### src/rtl/queue_ctrl_28x3.sv
// Pointer/occupancy/handshake controller for an external 28x3 1R1W storage macro.
// Read port is combinational from the macro; writes land on the clock edge.
module queue_ctrl_28x3 #(
  parameter int DEPTH = 28,
  parameter int WIDTH = 3,
  parameter int FLOW  = 0
) (
  input  logic             clock,
  input  logic             reset,
  input  logic             io_enq_valid,
  output logic             io_enq_ready,
  input  logic [WIDTH-1:0] io_enq_bits,
  output logic             io_deq_valid,
  input  logic             io_deq_ready,
  output logic [WIDTH-1:0] io_deq_bits,
  output logic [4:0]       io_count,
  output logic [4:0]       mem_W0_addr,
  output logic             mem_W0_en,
  output logic             mem_W0_clk,
  output logic [WIDTH-1:0] mem_W0_data,
  output logic [4:0]       mem_R0_addr,
  output logic             mem_R0_en,
  output logic             mem_R0_clk,
  input  logic [WIDTH-1:0] mem_R0_data
);

  localparam logic       FLOW_EN = (FLOW != 0);
  localparam logic [4:0] LAST    = 5'(DEPTH - 1);
  localparam logic [5:0] DEPTH_W = 6'(DEPTH);

  logic [4:0] enq_ptr_q, enq_ptr_d;
  logic [4:0] deq_ptr_q, deq_ptr_d;
  logic       maybe_full_q, maybe_full_d;
  logic       ptr_match, empty, full, bypass, do_enq, do_deq;
  logic [5:0] count_w;

  assign ptr_match = (enq_ptr_q == deq_ptr_q);
  assign empty     = ptr_match & ~maybe_full_q;
  assign full      = ptr_match & maybe_full_q;

  // Bypass only when empty: the enq beat goes straight out and nothing is stored.
  assign bypass       = FLOW_EN & empty & io_enq_valid & io_deq_ready;
  assign io_enq_ready = ~full;
  assign io_deq_valid = ~empty | (FLOW_EN & io_enq_valid);
  assign do_enq       = io_enq_valid & io_enq_ready & ~bypass;
  assign do_deq       = io_deq_valid & io_deq_ready & ~empty;

  always_comb begin
    io_deq_bits = '0;
    if (!empty) begin
      io_deq_bits = mem_R0_data;
    end else if (FLOW_EN && io_enq_valid) begin
      io_deq_bits = io_enq_bits;
    end
  end

  always_comb begin
    enq_ptr_d    = enq_ptr_q;
    deq_ptr_d    = deq_ptr_q;
    maybe_full_d = maybe_full_q;
    if (do_enq) begin
      enq_ptr_d = (enq_ptr_q == LAST) ? 5'd0 : enq_ptr_q + 5'd1;
    end
    if (do_deq) begin
      deq_ptr_d = (deq_ptr_q == LAST) ? 5'd0 : deq_ptr_q + 5'd1;
    end
    if (do_enq != do_deq) begin
      maybe_full_d = do_enq;
    end
  end

  always_ff @(posedge clock) begin
    if (reset) begin
      enq_ptr_q    <= '0;
      deq_ptr_q    <= '0;
      maybe_full_q <= 1'b0;
    end else begin
      enq_ptr_q    <= enq_ptr_d;
      deq_ptr_q    <= deq_ptr_d;
      maybe_full_q <= maybe_full_d;
    end
  end

  always_comb begin
    count_w = '0;
    if (full) begin
      count_w = DEPTH_W;
    end else if (enq_ptr_q >= deq_ptr_q) begin
      count_w = {1'b0, enq_ptr_q} - {1'b0, deq_ptr_q};
    end else begin
      count_w = DEPTH_W + {1'b0, enq_ptr_q} - {1'b0, deq_ptr_q};
    end
  end

  assign io_count    = count_w[4:0];
  assign mem_W0_addr = enq_ptr_q;
  assign mem_W0_en   = do_enq;
  assign mem_W0_clk  = clock;
  assign mem_W0_data = io_enq_bits;
  assign mem_R0_addr = deq_ptr_q;
  assign mem_R0_en   = ~empty;
  assign mem_R0_clk  = clock;

endmodule
### config.mk
export PLATFORM = sky130hd
export DESIGN_NAME = queue_ctrl_28x3
export DESIGN_NICKNAME = d
export VERILOG_FILES = /design/src/rtl/queue_ctrl_28x3.sv
export SDC_FILE = /design/constraint.sdc
export NUM_CORES = 1
export LEC_CHECK = 0
export ABC_AREA = 1
export ABC_CLOCK_PERIOD_IN_PS = 2400
export CAP_MARGIN = 15
export CORE_MARGIN = 2
export CORE_UTILIZATION = 30
export CTS_CLUSTER_SIZE = 25
export DETAILED_ROUTE_END_ITERATION = 12
export PLACE_DENSITY = 0.54
export SLEW_MARGIN = 20
export SYNTH_ARGS = -nofsm -noshare
export SYNTH_HDL_FRONTEND = slang
export SYNTH_SLANG_ARGS = --single-unit
### constraint.sdc
create_clock -name clock -period 2.4 [get_ports clock]
set_clock_uncertainty 0.15 [all_clocks]
set_input_delay 0.36 -clock clock [delete_from_list [all_inputs] [get_ports clock]]
set_output_delay 0.36 -clock clock [all_outputs]
set_load 0.1 [all_outputs]
# After elaboration in Yosys (flattened, before gate mapping)
# Index checks and enable logic that the tools add are counted.
[word_totals]
ff_bits = 11
input_bits = 10
output_inout_bits = 27
wordCells = 26
[classes]
n_addsub = 5
order_cmp = 1
eq_ne = 4
n_mux = 5
bitwise = 8
[op_table]
columns = ["op", "n"]
rows = [
  ["$mux W5", 4],
  ["$add A5 B1 Y5 const B", 2],
  ["$eq A5 B5 Y1 const B", 2],
  ["$sub A5 B5 Y5", 2],
  ["$add A5 B5 Y5 const A", 1],
  ["$and A1 B1 Y1", 5],
  ["$eq A5 B5 Y1", 1],
  ["$ge A5 B5 Y1", 1],
  ["$mux W3", 1],
  ["$not A1 Y1", 3],
  ["$ne A1 B1 Y1", 1],
]

# Logic depth before layout (Yosys ltp)
[depth]
depth_word = 6
mapped_depth = 10
ltp_nobuf = 10

==> out/results.txt <==
Gp weighted congestion -> 0.812
Top-area cell type share of the netlist area -> 19.2%
Antenna viol nets, final -> 0
CP Capture Type -> output port
Total power -> 2850 uW
Share of the clock period used by the worst path after layout -> 106%
Static leakage -> 0.000972 uW
Synth Area per Inst -> 6.73 um2
Count of final hold-check violations -> 0
Overall fraction of global-route tracks in use -> 16.9%
Crit path arrival time -> 2.03 ns
Worst flop-to-flop path startpoint -> mem_W0_addr[0]
Clock latency reported for the late side of the worst-skew pair -> 0.34 ns
Die extent in x -> 65.8 um
Maximum VDD drop -> 1.14 mV
Placed wire-length estimate after detailed placement -> 2500 um
Most frequent cells in the layout -> nand2_1 (36), buf_4 (29), nor2_1 (17)
Unique cell type count in the Yosys netlist -> 19
Total of hold buffers inserted after clock tree synthesis -> 0
Global-route wire length before repair -> 5510 um
Number of failing setup endpoints in the final timing report -> 3
Count of state elements after synthesis -> 11
DRC marker count from the first detailed-route iteration -> 20
Layout overhead on the synthesized area -> 79.9%
Pin count of the biggest net entering global routing -> 10
Clock tree from TritonCTS -> yes
Endpoint required time on the critical path -> 1.89 ns
Die outline height -> 65.8 um
Critical path, cell by cell -> inv_4 -> ha_4 -> ha_4 -> inv_2 -> fa_2 -> inv_2 -> nand2_2 -> nand3_4 -> buf_12
Layout cell share with drive strength beyond 1 -> 46.2%
Via count of the first global-routing pass -> 1249
Total Routed Length -> 3380 um
Mapped Cells -> 170
Via count -> 1266
R2r worst-path depth -> 10
Critical path fanouts, max -> 3
Crit start category -> flip-flop
Delay contributed by the slowest stage of the critical path -> 0.53 ns
Worst-Margin Slew -> 0.484 ns
Max-slew headroom at the worst pin -> 67.9%
Non-filler instance count after layout -> 273
DR DRC count -> 0
Via/cell ratio -> 4.64
Initial core utilization -> 31.3%
Antenna diode count -> 0
Max-cap check violation count -> 0
Violated checks -> setup timing
Placed insts -> 251
IO buf count -> 30
Number of slew-limit violations in the final report -> 0
Syn Nets -> 195
Status -> finished, violations left
Routed WL per cell -> 12.4 um
Critical path origin -> mem_R0_addr[1]
Min Tclk post-route -> 2.54 ns
Sequential-to-total area share from yosys stat -> 19.2%
PwrDens -> 1390 nW/um2
Dominant cells by area after synthesis -> dfxtp_1 (19%), ha_1 (13%), nand2_1 (13%)
Critical register-to-register path endpoint -> mem_W0_addr[3]
Worst Slack Setup Final -> -0.144 ns
Slowest stage cell, crit path -> fa_2
Total die area -> 4330 um2
R2r setup slk -> 0.51 ns
Unrepaired setup endpoints after global routing -> yes
End point of the critical path -> io_count[2]
Antenna violations before repair -> 0
Post-Syn Area -> 1140 um2
Boundary Pins -> 37
Global-route congestion overflow total -> 0
Core Region -> 3660 um2
Nets@finish -> 251
Reg clk slew, reported paths -> 0.05 ns
Kind of critical path -> flip-flop to output port
Std cell rows -> 22
Synth warnings -> 0
Pre-antenna DRT Iters -> 4
Path class of the lowest-slack min-delay path -> flip-flop to flip-flop
Util after Layout -> 56.3%
Achievable clock frequency -> 0.393 GHz
Leading area contributor after synthesis -> dfxtp_1
Most frequent standard cell in the layout excluding fill and tap cells -> nand2_1
-- registers in the layout, summed over array words and instances, names as in the netlist --
name,count
mem_R0_addr,5
maybe_full_q,1
mem_W0_addr,5
-- stage by stage --
step	hold WS, ns	worst slack (ns)	setup TNS [ns]	cell area [um2]
after floorplan	0.269	-0.683	-8.38	1230
after global placement	0.332	-0.250	-0.499	1700
after detailed placement	0.354	-0.250	-0.499	1700
after CTS	0.378	-0.149	-0.409	1990
after global routing	0.402	-0.253	-0.744	2060
final	0.375	-0.144	-0.425	2060
-- worst max-delay path: cells and delay by family, from the launching register on --
family | cells | cell delay, ns
simple gates | 2 | 0.13
flops | 1 | 0.35
buf+inv | 4 | 0.28
fa+ha+maj | 3 | 0.93
-- what timing repair did --
item | in CTS | in global routing
buffers inserted | 7 | 7
gates resized for setup | 37 | 5
setup endpoints to repair | 11 | 10
pin swaps | 16 | 4
hold endpoints to repair | 0 | 0
-- synth_stat cells, drive strengths merged --
| cell type | number |
|---|---|
| xor2 | 4 |
| o21ai | 5 |
| fa | 3 |
| inv | 29 |
| a21oi | 10 |
| nand2 | 43 |
| xnor2 | 1 |
| buf | 6 |
| nand3 | 18 |
| nor2 | 18 |
| nand3b | 1 |
| dfxtp | 11 |
| ha | 12 |
| nand4 | 9 |
-- per-layer routing --
layer  vias up  wire [um]  global-route usage [%]
met1       585       1460                    19.2
li1        649          -                       -
met4         0         74                    10.2
met5         -          0                       0
met2        25       1710                    28.3
met3         7        132                    4.43
-- where the power goes --
| group | leakage, uW | switching (uW) | internal, uW |
|---|---|---|---|
| combinational | 0.000812 | 1250 | 694 |
| clock | 0.0000654 | 378 | 306 |
| sequential | 0.0000951 | 23.0 | 205 |
| total | 0.000972 | 1650 | 1210 |
-- layout make-up --
| cell class | count | area (um2) |
|---|---|---|
| Timing Repair Buffer | 51 | 572 |
| Inverter | 29 | 128 |
| Multi-Input combinational cell | 124 | 940 |
| Tap cell | 48 | 60.1 |
| Fill cell | 330 | 1600 |
| Clock buffer | 9 | 115 |
| Clock inverter | 1 | 5.00 |
| Sequential cell | 11 | 240 |
-- worst min path at each step --
stage	cells past startpoint	slack (ns)	endpoint	startpoint
floorplan	1	0.27	mem_R0_addr[0]	reset
detailed placement	2	0.35	mem_W0_addr[4]	mem_W0_addr[4]
global route	2	0.40	mem_W0_addr[4]	mem_W0_addr[4]
finish	2	0.37	mem_W0_addr[4]	mem_W0_addr[4]
CTS	2	0.38	mem_W0_addr[4]	mem_W0_addr[4]
global placement	2	0.33	mem_R0_addr[1]	mem_R0_addr[1]
-- cells by family (layout without fill, tap and decap cells) --
| kind of cell | Yosys count | in the layout | share of synthesized area (%) |
|---|---|---|---|
| fa+ha+maj | 15 | 15 | 18.4 |
| flops | 11 | 11 | 19.2 |
| xor+xnor | 5 | 5 | 3.82 |
| buf+inv | 35 | 90 | 13.4 |
| simple gates | 89 | 89 | 38.6 |
| compound gates | 15 | 15 | 6.56 |
(Power assumes the default switching activity.)
